[config.mk]
export PLATFORM = sky130hd
export DESIGN_NAME = uart_tx_cfg
export DESIGN_NICKNAME = d
export VERILOG_FILES = /design/src/rtl/uart_tx_cfg.sv
export SDC_FILE = /design/constraint.sdc
export NUM_CORES = 1
export LEC_CHECK = 0
export CORE_UTILIZATION = 40
export CTS_BUF_LIST = sky130_fd_sc_hd__clkbuf_16
export DETAILED_ROUTE_END_ITERATION = 6
export PLACE_DENSITY = 0.67
export SETUP_SLACK_MARGIN = 0.5
export SYNTH_ARGS = -nofsm -noshare
export SYNTH_HDL_FRONTEND = slang
export SYNTH_SLANG_ARGS = --single-unit
export TNS_END_PERCENT = 1
[constraint.sdc]
create_clock -name clk -period 6.84 [get_ports clk]
set_input_delay 1.368 -clock clk [delete_from_list [all_inputs] [get_ports clk]]
set_output_delay 1.368 -clock clk [all_outputs]
set_load 0.005 [all_outputs]
[src/rtl/uart_tx_cfg.sv]
// UART transmitter with per-frame parity/stop configuration and a one-entry
// holding buffer so frames can be queued back-to-back with no idle gap.
module uart_tx_cfg #(
  parameter int DATA_BITS  = 8,
  parameter int OVERSAMPLE = 16
) (
  input  logic                 clk,
  input  logic                 rst_n,
  input  logic                 tick,
  input  logic                 s_valid,
  output logic                 s_ready,
  input  logic [DATA_BITS-1:0] s_data,
  input  logic [1:0]           parity_mode,
  input  logic                 two_stop,
  output logic                 tx,
  output logic                 tx_busy,
  output logic                 tx_done_tick
);

  localparam int CNT_W = $clog2(OVERSAMPLE);
  localparam int BIT_W = $clog2(DATA_BITS);
  localparam logic [CNT_W-1:0] CNT_MAX = CNT_W'(OVERSAMPLE - 1);
  localparam logic [BIT_W-1:0] BIT_MAX = BIT_W'(DATA_BITS - 1);

  typedef enum logic [2:0] {S_IDLE, S_START, S_DATA, S_PARITY, S_STOP} state_t;

  state_t               state, state_n;
  logic [CNT_W-1:0]     tick_cnt, tick_cnt_n;
  logic [BIT_W-1:0]     bit_cnt, bit_cnt_n;
  logic                 tx_n, done_n, load, bit_end;
  logic                 hold_full;
  logic [DATA_BITS-1:0] hold_data, shreg, shreg_n;
  logic [1:0]           hold_mode;
  logic                 hold_two;
  logic                 par_en, par_bit, frame_two;

  assign s_ready = !hold_full;
  assign tx_busy = (state != S_IDLE);
  assign bit_end = tick && (tick_cnt == CNT_MAX);

  always_comb begin
    // NOTE: every output of this block gets a default first so no path leaves a
    // signal unassigned, which would infer a latch.
    state_n    = state;
    tick_cnt_n = tick_cnt;
    bit_cnt_n  = bit_cnt;
    tx_n       = tx;
    shreg_n    = shreg;
    done_n     = 1'b0;
    load       = 1'b0;

    if (state != S_IDLE && tick)
      tick_cnt_n = bit_end ? '0 : tick_cnt + 1'b1;

    case (state)
      S_IDLE: load = hold_full;
      S_START: if (bit_end) begin
        state_n   = S_DATA;
        tx_n      = shreg[0];
        bit_cnt_n = '0;
      end
      S_DATA: if (bit_end) begin
        if (bit_cnt == BIT_MAX) begin
          bit_cnt_n = '0;
          state_n   = par_en ? S_PARITY : S_STOP;
          tx_n      = par_en ? par_bit : 1'b1;
        end else begin
          bit_cnt_n = bit_cnt + 1'b1;
          shreg_n   = shreg >> 1;
          tx_n      = shreg[1];
        end
      end
      S_PARITY: if (bit_end) begin
        state_n   = S_STOP;
        tx_n      = 1'b1;
        bit_cnt_n = '0;
      end
      S_STOP: if (bit_end) begin
        if (frame_two && bit_cnt == '0) begin
          bit_cnt_n = BIT_W'(1);
        end else begin
          done_n    = 1'b1;
          bit_cnt_n = '0;
          if (hold_full) load = 1'b1;
          else begin
            state_n = S_IDLE;
            tx_n    = 1'b1;
          end
        end
      end
      default: state_n = S_IDLE;
    endcase

    // A load restarts bit timing from zero, overriding any coincident tick.
    if (load) begin
      state_n    = S_START;
      tx_n       = 1'b0;
      tick_cnt_n = '0;
      bit_cnt_n  = '0;
      shreg_n    = hold_data;
    end
  end

  // NOTE: sequential state uses non-blocking assignments so every register
  // samples pre-edge values regardless of statement order.
  always_ff @(posedge clk) begin
    if (!rst_n) begin
      state        <= S_IDLE;
      tick_cnt     <= '0;
      bit_cnt      <= '0;
      tx           <= 1'b1;
      tx_done_tick <= 1'b0;
      hold_full    <= 1'b0;
    end else begin
      state        <= state_n;
      tick_cnt     <= tick_cnt_n;
      bit_cnt      <= bit_cnt_n;
      tx           <= tx_n;
      tx_done_tick <= done_n;
      if (s_valid && s_ready) hold_full <= 1'b1;
      else if (load)          hold_full <= 1'b0;
    end
  end

  // NOTE: payload and per-frame config registers carry no reset; they are only
  // read after a load, which is gated by the reset-cleared hold_full flag.
  always_ff @(posedge clk) begin
    if (s_valid && s_ready) begin
      hold_data <= s_data;
      hold_mode <= parity_mode;
      hold_two  <= two_stop;
    end
    shreg <= shreg_n;
    if (load) begin
      par_en    <= (hold_mode == 2'b01) || (hold_mode == 2'b10);
      par_bit   <= (^hold_data) ^ (hold_mode == 2'b10);
      frame_two <= hold_two;
    end
  end

endmodule
==> run metrics, run 1 <==
status completed; final net count 184; postcts setup bufs 0; MaxCap Viol Count 0; Die Span X 66.4 µm; CTS resizes 0; DR WL/cell 13.6 µm; Fmax 324 MHz; core area 4000 µm²; Hold EP frame_two; synthesis-to-finish area growth 22.1%; critical path's top delay family buffers and inverters; vias in the first global route 1064; share of cells above drive strength 1 12.7%; clock-pin slew on the worst setup and hold paths 50 ps; CTS Sinks 35; cell area power density 252 nW/µm²; Yosys warnings 0; Ant. Diodes 0; Synth Register Bits 35; peak supply drop 0.117 mV; Critical R2R Launch tick_cnt[0]; LEAKAGE 0.739 nW; root buffer selected by CTS clkbuf_16; Worst EP required 6860 ps; Vias 1156; WP data arrival 3110 ps; Seq/Total Area, Yosys 55.5%; prevailing post-synth register cell edfxtp_1; Least-Margin Pin Slew 880 ps; Reg2Reg Setup Slack 4840 ps; footprint of the multi-input gates 676 µm²; Fill cells 358; post-DR vias/cell 5.38; cell chain of the critical path clkdlybuf4s50_1, and4_4, a21oi_2, or2_4, inv_8, mux2_4; I/O pins 19; ranking of synthesized cells by area edfxtp_1 (40%), dfxtp_1 (16%), mux2_4 (6.3%); first-pass GRT wire length 4.65 mm; Mapped Area 1660 µm²; critical path class in -> reg; cell area after layout 2030 µm²; # setup viols final 0; initial antenna violation count 0; Post-Syn Instances 143; First-pass DRT Iterations 6; Hold Path Origin hold_two; clk_lat worst skew 280 ps; Yosys top cell area share 39.8%; Remaining Overflow, GRT 0; Worst Reg-to-Reg Cells 6; CP max stage delay 580 ps; RePlAce Congestion 0.799; Hold Violations, Final 0; Setup TNS 0 ps; Slew HR 41.2%; starting DRC count in detailed routing 111; Num CTS Buffers 5; Hold-fix buffers, CTS 0; H-tree depth 2; Async SR Flop Fraction 0%; syn nets 163; Setup crit end kind register; hold path cells 0; skew final 6.29 ps; ANT nets after route 0; Hold Path Class reg -> reg; HPWL after detailed placement 2.11 mm; unrepaired setup endpoints after global routing false; storage element area 921 µm²; clock buffer depth 2; post-route insts no fill 215; Syn Area/Cell 11.6 µm²; Max FO, Critical Path 13; minimum clock period 3090 ps; Synth area leader edfxtp_1; R2R Path End shreg[3]; Total Routed Length 2.92 mm; Slew Limit Fails 0; die area 4410 µm²; number of synthesized flops with an enable pin 22; post-synth cell types 38; Buf/Inv on CP 2; chip height 66.4 µm; Final period util 45.1%; # DRC 0; final core occ 50.6%; row cnt 23; dpl cell area 1890 µm²; Startpoint Class primary input; CTS tree built; Buffers on Ports 18; Inst Count DP 207; gr usage total 14.9%; critical path's slowest cell clkdlybuf4s50_1; pin count of the biggest net entering global routing 17; Initial Utilization 41.5%
## final cells by class
type / instances / area share (%)
repair buffers: 19 / 9.26
clock inverters: 3 / 0.618
flip-flops and latches: 35 / 45.5
inverters: 9 / 2.04
clock buffers: 5 / 6.18
multi-input cells: 94 / 33.4
well taps: 50 / 3.09
## routing by layer
metal	share of wire, %	track usage (%)
met2	47	22.3
met3	7.3	6.21
met4	1.3	7.98
met1	44	18.1
met5	0	0
## synthesized netlist by cell type (3+ instances only)
master    number
edfxtp_1      22
dfxtp_1       13
nand2_1       11
nor2_1         9
inv_1          8
o21ai_0        8
mux2_4         7
a21oi_1        6
xnor2_1        6
ha_1           5
nor2b_1        5
a22oi_1        3
clkbuf_1       3
nand3_1        3
nand4_1        3
nor3_1         3
xor2_1         3
## worst max path at each step
stage               end  startpoint  slack, ps  cells past startpoint
2_1_floorplan  shreg[0]        tick       3680                      4
3_3_place_gp   shreg[4]        tick       3540                      6
3_5_place_dp   shreg[3]        tick       3480                      6
4_1_cts        shreg[2]        tick       3750                      6
5_1_grt         tx_busy    state[1]       3690                      2
6_report       shreg[3]        tick       3750                      6
## state kept, by name (all words and copies together) (netlist names)
| register | count |
|---|---|
| par_en | 1 |
| bit_cnt | 3 |
| tick_cnt | 4 |
| hold_data | 8 |
| tx_done_tick | 1 |
| frame_two | 1 |
| state | 3 |
| tx | 1 |
| hold_full | 1 |
| hold_mode | 2 |
| par_bit | 1 |
| hold_two | 1 |
| shreg | 8 |
## worst reg2reg max path: stages, from the launching register on
cell     delay [ps]
dfxtp_1         380
ha_1            220
and4_4          330
a21oi_2         100
or2_4           300
inv_8           110
mux2_4          310
## through the flow
step	setup slack (ps)	hold WS (ps)	power, W
global route	3690	436	0.000532
detailed placement	3480	422	0.000307
floorplan	3680	400	0.000287
finish	3750	438	0.000511
global placement	3540	418	0.000305
CTS	3750	440	0.000516
## placed cells by master (no fill, tap or decap), drive strengths merged, types with 2 or more instances in the layout
cell            n
nor2b           5
nand3b          2
clkinv          2
o22ai           2
xnor2           6
dfxtp          13
ha              5
nor3            3
mux2            7
xor2            3
a21oi           7
o21ai           9
a22oi           3
nand3           3
nand4           3
nand2          11
o211ai          2
edfxtp         22
clkdlybuf4s50  18
nor2           10
inv            10
clkbuf          5
## cells by family after synthesis
kind of cell             after synthesis  synth area share, %
AO/OA/AOI/OAI                         30                 12.1
XOR/XNOR                               9                 4.75
adder cells (fa/ha/maj)                5                 3.77
buffers and inverters                 14                 3.77
flip-flops                            35                 55.5
multiplexers                           8                 6.94
AND/OR/NAND/NOR                       42                 13.1
## power breakdown
part           switching, W  total [W]  internal [W]  leakage (nW)
Combinational     0.0000241  0.0000550     0.0000309         0.353
Sequential       0.00000758   0.000248      0.000241         0.314
Clock             0.0000761   0.000207      0.000131        0.0724
Total              0.000108   0.000511      0.000403         0.739
(Power assumes the default switching activity.)
==> inputs of run 2 (changes only) <==
- clock period: 6.84 -> 3 ns (I/O delays scaled with it)
==> run 2 against run 1 <==
Flip-flop and latch count is the same. Global-route usage grew 0.40 points. Sequential power grew 130%. Clock power grew 130%. Worst setup slack lost 3100 ps. Largest power group unchanged. Design area grew 0.31%. Sequential share of layout area shrank 0.14 points.
==> run metrics, run 2 (synthesized netlist as in run 1, its figures left out) <==
starting DRC count in detailed routing 81; storage element area 921 µm²; Buffers on Ports 18; footprint of the multi-input gates 676 µm²; Initial Utilization 41.5%; Slew Limit Fails 0; Hold-fix buffers, CTS 0; ANT nets after route 0; Power Internal 0.000918 W; clock-pin slew on the worst setup and hold paths 50 ps; Slew HR 62.9%; # DRC 0; Hold Path Class reg -> reg; sw frac 21.1%; Setup TNS 0 ps; first-pass GRT wire length 4.83 mm; HPWL after detailed placement 2.14 mm; Setup crit end kind primary output; Total Routed Length 2.97 mm; WP data arrival 1750 ps; most common cell after layout, fill and taps aside edfxtp_1; Vias 1101; skew final 2.72 ps; clk_lat worst skew 270 ps; critical path class reg -> out; global routing's busiest layer met2; CTS tree built; core area 4000 µm²; First-pass DRT Iterations 4; Fmax 426 MHz; row cnt 23; pin count of the biggest net entering global routing 17; status completed; Max FO, Critical Path 16; Num CTS Buffers 5; Inst Count DP 208; initial antenna violation count 0; gr usage total 15.3%; final net count 185; post-route insts no fill 216; Fill cells 361; critical path's slowest cell dfxtp_1; Final period util 78.3%; largest registers hold_data: 8 flops, shreg: 8 flops, tick_cnt: 4 flops; CP max stage delay 670 ps; grt met3 use 4.66%; CTS resizes 0; Remaining Overflow, GRT 0; RePlAce Congestion 0.812; Startpoint Class register; I/O pins 19; synthesis-to-finish area growth 22.5%; clock buffer depth 2; vias in the first global route 1062; CTS Sinks 35; Ant. Diodes 0; Die Span X 66.4 µm; DR WL/cell 13.8 µm; M2 GR Usage 23.6%; postcts setup bufs 0; cell area power density 573 nW/µm²; Worst EP required 2400 ps; NetSw 0.000246 W; # setup viols final 0; unrepaired setup endpoints after global routing false; H-tree depth 2; combinational share of power 10.9%; LEAKAGE 0.742 nW; share of cells above drive strength 1 12.7%; die area 4410 µm²; register share of total power 48.5%; cell chain of the critical path or3_1, clkdlybuf4s50_1; clock power share 40.5%; chip height 66.4 µm; MaxCap Viol Count 0; root buffer selected by CTS clkbuf_16; met1 GRT Util 19.5%; Hold Violations, Final 0; Least-Margin Pin Slew 556 ps; peak supply drop 0.421 mV; minimum clock period 2350 ps; post-DR vias/cell 5.10; commonest non-fill, non-tap cells in the layout edfxtp_1 (22), clkdlybuf4s50_1 (18), dfxtp_1 (13), nand2_1 (11)
[run 2: changes by cell type in the layout (fill, tap and decap cells not counted), sizes merged]
| cell | delta |
|---|---|
| buf | +1 |
[run 2: area by class of cell]
| type | count | share of cell area, % |
|---|---|---|
| clock inverters | 3 | 0.554 |
| clock buffers | 5 | 6.16 |
| multi-input cells | 94 | 33.3 |
| inverters | 9 | 2.03 |
| repair buffers | 20 | 9.61 |
| well taps | 50 | 3.08 |
| flip-flops and latches | 35 | 45.3 |
[run 2: worst paths after layout]
kind | startpoint | endpoint | slack (ps) | depth (start not counted)
hold reg to reg | hold_two | frame_two | 430 | 0
setup / recovery | state[1] | tx_busy | 650 | 2
hold / removal | hold_two | frame_two | 430 | 0
setup reg to reg | state[1] | shreg[3] | 1010 | 5
[run 2: worst max-delay path, delay by kind of cell, from the launching register on]
family                 cells  cell delay (ps)
buffers and inverters      1              530
AND/OR/NAND/NOR            1              280
flip-flops                 1              670
[run 2: power by group through the flow]
stage | clock [W] | sequential (W) | combinational (W)
global placement | 0 | 0.000574 | 0.000124
global route | 0.000503 | 0.000569 | 0.000140
finish | 0.000472 | 0.000565 | 0.000127
floorplan | 0 | 0.000567 | 0.0000869
detailed placement | 0 | 0.000575 | 0.000128
CTS | 0.000485 | 0.000565 | 0.000129
[run 2: per-stage QoR]
step	utilization [%]	instance area (µm²)	power (W)	setup WS, ps	hold slack [ps]
final	50.8	2030	0.00116	652	435
after global routing	50.8	2030	0.00121	592	443
after CTS	50.8	2030	0.00118	673	440
after detailed placement	47.4	1900	0.000703	412	430
after global placement	47.4	1900	0.000698	474	423
after floorplan	-	1660	0.000654	605	400
[run 2: layer usage]
| layer | share of wire (%) | up-vias |
|---|---|---|
| met2 | 47 | 24 |
| met3 | 3.6 | 7 |
| met1 | 48 | 510 |
| met5 | 0 | - |
| met4 | 1.8 | 0 |
| li1 | - | 560 |
==> inputs of run 3 (changes only) <==
- clock period: 3 -> 2.3 ns (I/O delays scaled with it)
==> run 3 against run 2 <==
Clock skew up 1.4 ps. Critical path depth up 4. Wire length up 6.3%. Design area up 8.4%. Final cell count up 5.1%. Critical endpoint is now shreg[6]. Power up 43%. Die area unchanged. Global-route usage up 1.4 points. Core utilization up 4.3 points. Largest power group is now the clock network. Sequential share of layout area down 2.7 points. Non-clock buffer count up 10.
==> run metrics, run 3 (synthesized netlist as in run 1, its figures left out) <==
status completed; first-pass GRT wire length 5.33 mm; Die Span X 66.4 µm; cell area power density 756 nW/µm²; final worst-path setup slack 516 ps; clock-pin slew on the worst setup and hold paths 60 ps; unrepaired setup endpoints after global routing true; I/O pins 19; Hold EP frame_two; Max FO, Critical Path 5; Remaining Overflow, GRT 0; Hold Path Class reg -> reg; peak supply drop 0.346 mV; post-route insts no fill 227; Ant. Diodes 0; Slew HR 68.7%; most common cell after layout, fill and taps aside edfxtp_1; LEAKAGE 0.821 nW; RePlAce Congestion 0.828; Setup crit end kind register; Least-Margin Pin Slew 470 ps; share of cells above drive strength 1 26.0%; Initial Utilization 41.5%; largest registers hold_data: 8 flops, shreg: 8 flops, tick_cnt: 4 flops; H-tree depth 2; skew final 4.08 ps; Vias 1185; starting DRC count in detailed routing 107; final net count 196; Reg2Reg Setup Slack 520 ps; # DRC 0; DR WL/cell 13.9 µm; Total Routed Length 3.16 mm; Slew Limit Fails 0; Critical R2R Launch tick_cnt[1]; root buffer selected by CTS clkbuf_16; post-DR vias/cell 5.22; ANT nets after route 0; initial antenna violation count 0; Final period util 77.6%; Worst Reg-to-Reg Cells 6; minimum clock period 1780 ps; hold path cells 0; Num CTS Buffers 5; # setup viols final 0; Post-Place Setup Slack 14.9 ps; vias in the first global route 1181; Buffers on Ports 18; CTS Sinks 35; Worst EP required 2330 ps; commonest non-fill, non-tap cells in the layout edfxtp_1 (22), clkdlybuf4s50_1 (16), buf_4 (12), nand2_1 (11), nor2_1 (9); row cnt 23; synthesis-to-finish area growth 32.7%; clk_lat worst skew 280 ps; First-pass DRT Iterations 4; HPWL after detailed placement 2.15 mm; die area 4410 µm²; Startpoint Class register; Hold-fix buffers, CTS 0; R2R Path End shreg[6]; MaxCap Viol Count 0; Inst Count DP 212; core area 4000 µm²; final core occ 55.1%; chip height 66.4 µm; pin count of the biggest net entering global routing 15; Hold Violations, Final 0; CTS tree built; critical path class reg -> reg; clock buffer depth 2; Hold Path Origin hold_two; WP data arrival 1810 ps; gr usage total 16.7%; Setup TNS 0 ps; Fmax 560 MHz
## run 3: power by group
| part | total [W] | switching, W | internal [W] |
|---|---|---|---|
| Clock | 0.000744 | 0.000239 | 0.000504 |
| Combinational | 0.000185 | 0.0000805 | 0.000104 |
| Sequential | 0.000736 | 0.0000235 | 0.000712 |
| Total | 0.00166 | 0.000343 | 0.00132 |
## run 3: layout make-up
class	count	area, µm²
fillers	318	1800
flip-flops and latches	35	938
multi-input cells	94	722
repair buffers	30	268
clock buffers	5	125
well taps	50	62.6
inverters	9	41.3
clock inverters	3	38.8
repair inverters	1	6.26
## run 3: worst max-delay path by stage
stage,start,end,slack (ps)
floorplan,bit_cnt[0],shreg[0],520
global placement,tick,shreg[6],60
detailed placement,tick,shreg[6],10
CTS,state[0],shreg[5],460
global route,tick_cnt[1],shreg[4],470
finish,tick_cnt[1],shreg[6],520
## run 3: timing repair
action	4_1_cts	5_1_grt
setup buffers	3	3
cloned	1	0
pin swaps	3	4
endpoints found under the setup margin	17	17
resized for setup	6	9
## run 3: per-stage QoR
step / total power, W / cell area (µm²) / hold slack (ps)
after floorplan: 0.000858 / 1700 / 400
after global routing: 0.00173 / 2200 / 445
after CTS: 0.00168 / 2160 / 438
final: 0.00166 / 2200 / 437
after detailed placement: 0.000925 / 1960 / 425
after global placement: 0.000918 / 1960 / 420
## run 3: worst max-delay path, cell delays in order, from the launching register on
cell and delay [ps]:
dfxtp_4 360, ha_4 140, and4_4 250, a21oi_2 80, or2_4 310, inv_8 90, mux2_4 300
## run 3: per-layer routing
layer	wire, µm	track usage [%]	part of all wire (%)	up-vias
met5	0	0	0	-
met4	33	8.24	1.0	0
met3	123	5.52	3.9	6
met2	1550	25.4	49	30
met1	1450	21.1	46	562
li1	-	-	-	587
